[src/rtl/seg7_pkg.sv]
`default_nettype none
// ============================================================================
// Module      : seg7_pkg
// Description : Shared definitions for the multiplexed seven-segment display:
//               segment pattern constants, hex-to-segment table and the scan
//               state encoding.
// Revision    : 1.0 - initial release
// ============================================================================
package seg7_pkg;

    // All segments off (bit 0 = segment a ... bit 6 = segment g).
    localparam logic [6:0] SEG_BLANK = 7'h00;

    // Scan scheduler states, explicitly encoded.
    typedef enum logic [1:0] {
        IDLE  = 2'd0,
        SHOW  = 2'd1,
        BLANK = 2'd2
    } scan_state_t;

    // Full hex decode; A-F rendered as letters (A b C d E F).
    function automatic logic [6:0] hex_to_seg(input logic [3:0] hex);
        logic [6:0] seg;
        case (hex)
            4'h0:    seg = 7'h3F;
            4'h1:    seg = 7'h06;
            4'h2:    seg = 7'h5B;
            4'h3:    seg = 7'h4F;
            4'h4:    seg = 7'h66;
            4'h5:    seg = 7'h6D;
            4'h6:    seg = 7'h7D;
            4'h7:    seg = 7'h07;
            4'h8:    seg = 7'h7F;
            4'h9:    seg = 7'h6F;
            4'hA:    seg = 7'h77;
            4'hB:    seg = 7'h7C;
            4'hC:    seg = 7'h39;
            4'hD:    seg = 7'h5E;
            4'hE:    seg = 7'h79;
            default: seg = 7'h71;
        endcase
        return seg;
    endfunction

endpackage : seg7_pkg
`default_nettype wire

[src/rtl/seg7_decoder.sv]
`default_nettype none
// ============================================================================
// Module      : seg7_decoder
// Description : Combinational hex nibble to seven-segment pattern decoder
//               (active-high segments a..g).
// Revision    : 1.0 - initial release
// ============================================================================
module seg7_decoder
    import seg7_pkg::*;
(
    input  logic [3:0] nibble,
    output logic [6:0] seg
);

    // Pure table lookup; shared by every multiplexed digit.
    always_comb begin
        seg = hex_to_seg(nibble);
    end

endmodule : seg7_decoder
`default_nettype wire

[src/rtl/seg7_scan_ctrl.sv]
`default_nettype none
// ============================================================================
// Module      : seg7_scan_ctrl
// Description : Time-multiplexed scan scheduler sharing one seven-segment
//               decoder among NUM_DIGITS digits. Takes a per-frame snapshot of
//               the packed hex value, lights one digit at a time and inserts an
//               optional all-off interval between digits.
// Options     : SEG7_SCAN_LZB_EN - leading-zero blanking of digits 1..N-1.
// Revision    : 1.0 - initial release
// ============================================================================
module seg7_scan_ctrl
    import seg7_pkg::*;
#(
    parameter int NUM_DIGITS  = 4,
    parameter int TICK_DIV    = 1000,
    parameter int SHOW_TICKS  = 4,
    parameter int BLANK_TICKS = 1
) (
    input  logic                    clk,
    input  logic                    rst_n,
    input  logic                    enable,
    input  logic [4*NUM_DIGITS-1:0] value,
    output logic [6:0]              seg_out,
    output logic [NUM_DIGITS-1:0]   dig_sel,
    output logic                    frame_start
);

    localparam int IW         = $clog2(NUM_DIGITS);
    localparam int TW         = $clog2(TICK_DIV);
    localparam int PH_MAX     = (SHOW_TICKS > BLANK_TICKS) ? SHOW_TICKS : BLANK_TICKS;
    localparam int PW         = (PH_MAX > 1) ? $clog2(PH_MAX) : 1;
    localparam int BLANK_LAST = (BLANK_TICKS > 0) ? BLANK_TICKS - 1 : 0;
    localparam int VW         = 4 * NUM_DIGITS;

    scan_state_t         state, state_nxt;
    logic [IW-1:0]       idx, idx_nxt;
    logic [TW-1:0]       presc, presc_nxt;
    logic [PW-1:0]       phase_cnt, phase_nxt;
    logic [VW-1:0]       shadow, shadow_nxt;
    logic                tick;
    logic                phase_end;
    logic                phase_restart;
    logic                snap;

    logic [6:0]          seg_nxt;
    logic [NUM_DIGITS-1:0] dig_sel_nxt;
    logic                frame_start_nxt;

    logic [3:0]          cur_nibble;
    logic [6:0]          dec_seg;
    logic [NUM_DIGITS-1:0] lzb_mask;

    // Next digit index, wrapping after the most significant digit.
    function automatic logic [IW-1:0] idx_advance(input logic [IW-1:0] cur);
        logic [IW-1:0] nxt;
        if (cur == IW'(NUM_DIGITS - 1)) begin
            nxt = '0;
        end else begin
            nxt = cur + 1'b1;
        end
        return nxt;
    endfunction

    assign tick = (presc == TW'(TICK_DIV - 1));

    // State, counters, snapshot and output registers; rst_n aborts any scan.
    always_ff @(posedge clk) begin
        if (!rst_n) begin
            state       <= IDLE;
            idx         <= '0;
            presc       <= '0;
            phase_cnt   <= '0;
            shadow      <= '0;
            seg_out     <= SEG_BLANK;
            dig_sel     <= '0;
            frame_start <= 1'b0;
        end else begin
            state       <= state_nxt;
            idx         <= idx_nxt;
            presc       <= presc_nxt;
            phase_cnt   <= phase_nxt;
            shadow      <= shadow_nxt;
            seg_out     <= seg_nxt;
            dig_sel     <= dig_sel_nxt;
            frame_start <= frame_start_nxt;
        end
    end

    // Next-state logic: phase sequencing, digit index, prescaler and snapshot.
    always_comb begin
        state_nxt = state;
        idx_nxt   = idx;
        phase_end = 1'b0;

        case (state)
            SHOW:    phase_end = tick && (phase_cnt == PW'(SHOW_TICKS - 1));
            BLANK:   phase_end = tick && (phase_cnt == PW'(BLANK_LAST));
            default: phase_end = 1'b0;
        endcase

        case (state)
            IDLE: begin
                if (enable) begin
                    state_nxt = SHOW;
                    idx_nxt   = '0;
                end
            end
            SHOW: begin
                if (phase_end) begin
                    if (BLANK_TICKS > 0) begin
                        state_nxt = BLANK;
                    end else begin
                        idx_nxt = idx_advance(idx);
                    end
                end
            end
            BLANK: begin
                if (phase_end) begin
                    state_nxt = SHOW;
                    idx_nxt   = idx_advance(idx);
                end
            end
            default: begin
                state_nxt = IDLE;
                idx_nxt   = '0;
            end
        endcase

        // Disable wins over everything and takes effect on the next edge.
        if (!enable) begin
            state_nxt = IDLE;
            idx_nxt   = '0;
        end

        // Any state change or phase completion starts a fresh, exact-length phase.
        phase_restart = (state_nxt != state) || phase_end;

        if ((state_nxt == IDLE) || phase_restart || tick) begin
            presc_nxt = '0;
        end else begin
            presc_nxt = presc + 1'b1;
        end

        if (phase_restart || (state_nxt == IDLE)) begin
            phase_nxt = '0;
        end else if (tick) begin
            phase_nxt = phase_cnt + 1'b1;
        end else begin
            phase_nxt = phase_cnt;
        end

        // A frame begins whenever digit 0 is (re)entered; capture the value then.
        snap       = phase_restart && (state_nxt == SHOW) && (idx_nxt == '0);
        shadow_nxt = snap ? value : shadow;
    end

    // The decoder sees the nibble that will be on display after this edge, so
    // the registered segments and digit select always change together.
    assign cur_nibble = shadow_nxt[{idx_nxt, 2'b00} +: 4];

    seg7_decoder u_dec (
        .nibble (cur_nibble),
        .seg    (dec_seg)
    );

`ifdef SEG7_SCAN_LZB_EN
    // Digit i>0 is blanked when it and every more significant nibble are zero.
    assign lzb_mask[0] = 1'b0;
    for (genvar gi = 1; gi < NUM_DIGITS; gi++) begin : g_lzb
        assign lzb_mask[gi] = (shadow_nxt[VW-1:4*gi] == '0);
    end
`else
    assign lzb_mask = '0;
`endif

    // Output decode: only SHOW lights a digit; IDLE and BLANK are all-off.
    always_comb begin
        dig_sel_nxt     = '0;
        seg_nxt         = SEG_BLANK;
        frame_start_nxt = snap;
        if (state_nxt == SHOW) begin
            for (int i = 0; i < NUM_DIGITS; i++) begin
                dig_sel_nxt[i] = (idx_nxt == IW'(i));
            end
            seg_nxt = lzb_mask[idx_nxt] ? SEG_BLANK : dec_seg;
        end
    end

endmodule : seg7_scan_ctrl
`default_nettype wire

[config.mk]
export PLATFORM = sky130hd
export DESIGN_NAME = seg7_scan_ctrl
export DESIGN_NICKNAME = d
export VERILOG_FILES = /design/src/rtl/seg7_pkg.sv /design/src/rtl/seg7_decoder.sv /design/src/rtl/seg7_scan_ctrl.sv
export SDC_FILE = /design/constraint.sdc
export NUM_CORES = 1
export LEC_CHECK = 0
export CAP_MARGIN = 20
export CELL_PAD_IN_SITES_DETAIL_PLACEMENT = 0
export CELL_PAD_IN_SITES_GLOBAL_PLACEMENT = 1
export CORE_MARGIN = 5
export CORE_UTILIZATION = 40
export DETAILED_ROUTE_END_ITERATION = 8
export PLACE_DENSITY_LB_ADDON = 0.1
export SLEW_MARGIN = 20
export SYNTH_ARGS = -nofsm -noshare
export SYNTH_HDL_FRONTEND = slang
export SYNTH_SLANG_ARGS = --single-unit
[constraint.sdc]
create_clock -name clk -period 4 [get_ports clk]
set_input_delay 1.2 -clock clk [delete_from_list [all_inputs] [get_ports clk]]
set_output_delay 1.2 -clock clk [all_outputs]
set_load 0.01 [all_outputs]
==> run metrics <==
GRT Total Usage=15.1%; GP Congestion=0.833; sequential share of the synthesized area=35.7%; post-synth top area share=35.7%; initial antenna violation count=0; vias=2004; # setup viols final=0; combinational power share=15.6%; clock sinks=44; outcome=finished clean; Psw=0.239 mW; clock skew=0.00983 ns; Final Hold Viols=0; Mapped Area=2470 sq um; Post-Synthesis Cells=261; CP required=4.24 ns; maximum root-to-sink buffer count=2; Clk pwr share=37.2%; drt first pass iters=4; CP Capture Type=flip-flop; FILL cells=591; Worst EP arrival=4.07 ns; slowest library cell on the worst path=clkdlybuf4s50_1; dpl cell area=2990 sq um; CTS tree=built; Avg Vias per Cell=5.15; DIE HEIGHT=88.6 microns; Syn Area/Cell=9.46 sq um; dpl cells=381; Worst path max stage delay=0.50 ns; CP Cell Sequence=clkdlybuf4s50_1 > buf_4 > and3b_1 > a32oi_1 > mux2_4 > nand2_8 > mux2i_2 > nor2_1 > or3_4 > inv_1 > ha_1 > o21a_1 > a2111oi_1 > a31o_1; Max Fanout on Critical Path=6; #FFs+latches synth=44; Static Leakage=1.26 nW; area grow syn2layout=26.4%; largest cells by area after synthesis=dfxtp_1 36%, mux2i_1 8.5%, ha_1 7.1%; number of buffers created by CTS=5; Finished Cell Area=3120 sq um; die area=7840 sq um; Int Pwr=0.744 mW; via count of the first global-routing pass=1934; Max rail drop VDD=185 uV; first-pass GRT wire length=9300 microns; Buffers on Ports=30; commonest cells in the netlist=44 x dfxtp_1, 26 x nor2_1, 21 x mux2i_1, 15 x nor2b_1; Worst Slack Setup Final=0.167 ns; Main synth FF type=dfxtp_1; Slew HR=71.8%; hold crit path type=reg -> reg; initial core utilization=41.4%; Rows=28; power density cells=315 nW/um^2; fin. max-slew vios=0; H-tree depth=2; max-cap viol count=0; share of the core filled with cells=52.4%; actual slew at the worst max-slew pin=0.417 ns; largest net degree at the start of global routing=19; gr ovfl total=0; register area=881 sq um; minimum clock period=3.83 ns; DRC viols=0; count leader, synth=dfxtp_1; dpl ws=-0.164 ns; multi-input logic area=1500 sq um; routed len/inst=14.3 microns; Iter 0 DRT Violations=101; Top-Level Pins=31; sw frac=24.3%; Yosys cell types=65; Synthesized Nets=294; Post-synth ARST share=0%; RSZ-0062 raised after global routing=no; Post-synth EDFFs=0; Crit Path Category=in -> reg; crit share post-route=95.8%; Sequential Power Share=47.2%; clk root buf=clkbuf_8; fraction of layout instances using a drive strength above 1=16.9%; Final nets=346; CORE AREA=5960 sq um; Yosys top cell by area=dfxtp_1; Worst setup SP type=input pin; Chip Width=88.6 microns; Cell Count, Final, Fillers Out=389; Worst-path clk slew=0.09 ns; Post-DP HPWL=4300 microns; synth warn=0; Highest Clock Rate=261 MHz; WL final=5570 microns; # diodes=0; clk_lat worst skew=0.30 ns; Detail Route Antenna Nets=0; setup bufs post-CTS=0
power by group through the flow:
stage / Clock (mW) / Sequential (mW) / Combinational [mW]
after CTS: 0.378 / 0.464 / 0.154
final: 0.366 / 0.463 / 0.153
after detailed placement: 0 / 0.474 / 0.153
after global routing: 0.404 / 0.466 / 0.168
after global placement: 0 / 0.474 / 0.153
after floorplan: 0 / 0.475 / 0.0807
per-stage QoR:
step / hold slack [ns] / total power, mW / setup TNS, ns
floorplan: 0.430 / 0.556 / 0
global placement: 0.450 / 0.627 / -0.111
detailed placement: 0.459 / 0.627 / -0.311
CTS: 0.472 / 0.996 / 0
global route: 0.496 / 1.04 / 0
finish: 0.471 / 0.982 / 0
state kept, by name, indices dropped and copies added (netlist names):
register,cells
shadow,16
phase_cnt,2
presc,10
seg_out,7
frame_start,1
dig_sel,4
idx,2
state,2
path summary, 6_finish.rpt:
check / slack [ns] / depth (start not counted) / end / from
max reg2reg: 0.31 / 14 / seg_out[0] / state[0]
min: 0.47 / 2 / shadow[2] / shadow[2]
min reg2reg: 0.47 / 2 / shadow[2] / shadow[2]
max: 0.17 / 14 / seg_out[3] / enable
layout make-up:
type | instances | share of cell area (%)
tap | 75 | 3.01
timing repair buffer | 54 | 15.4
clock buffer | 6 | 2.65
clock inverter | 2 | 1.24
inverter | 11 | 1.32
multi-input combinational | 197 | 48.1
sequential | 44 | 28.2
timing repair:
item                                    CTS  global route
hold buffers                              0             0
gates resized for setup                   0             3
endpoints found under the setup margin    0             1
per-layer routing:
metal	GRT usage [%]	share of wire, %
met1	22.2	52
met2	22.0	42
met3	2.98	3.8
met4	4.95	1.7
met5	0	0
cells by family after synthesis:
logic type,synth area share (%)
AND/OR/NAND/NOR,23.2
AO/OA/AOI/OAI,16.4
flip-flops,35.7
multiplexers,10.6
buffers and inverters,3.80
adder cells (fa/ha/maj),7.10
XOR/XNOR,3.19
layout by cell type (no fill, tap or decap), drive strengths merged, types with 4 or more instances in the layout:
cell type	n
buf	24
o22ai	4
or2	4
nand3	13
and3	4
dfxtp	44
nand2	16
mux2	4
mux2i	21
xnor2	5
xor2	4
clkdlybuf4s50	30
clkbuf	6
nor2b	15
a21boi	4
inv	11
o221a	4
a21oi	5
nor2	27
and2	4
ha	14
worst max-delay path, delay by kind of cell:
| family | cells | cell delay [ns] |
|---|---|---|
| AOI/OAI and AO/OA | 4 | 0.66 |
| adders and majority gates | 1 | 0.23 |
| buffers and inverters | 3 | 0.72 |
| muxes | 2 | 0.55 |
| and+or+nand+nor | 4 | 0.69 |
Note: power is estimated with default switching activity, not from simulation.
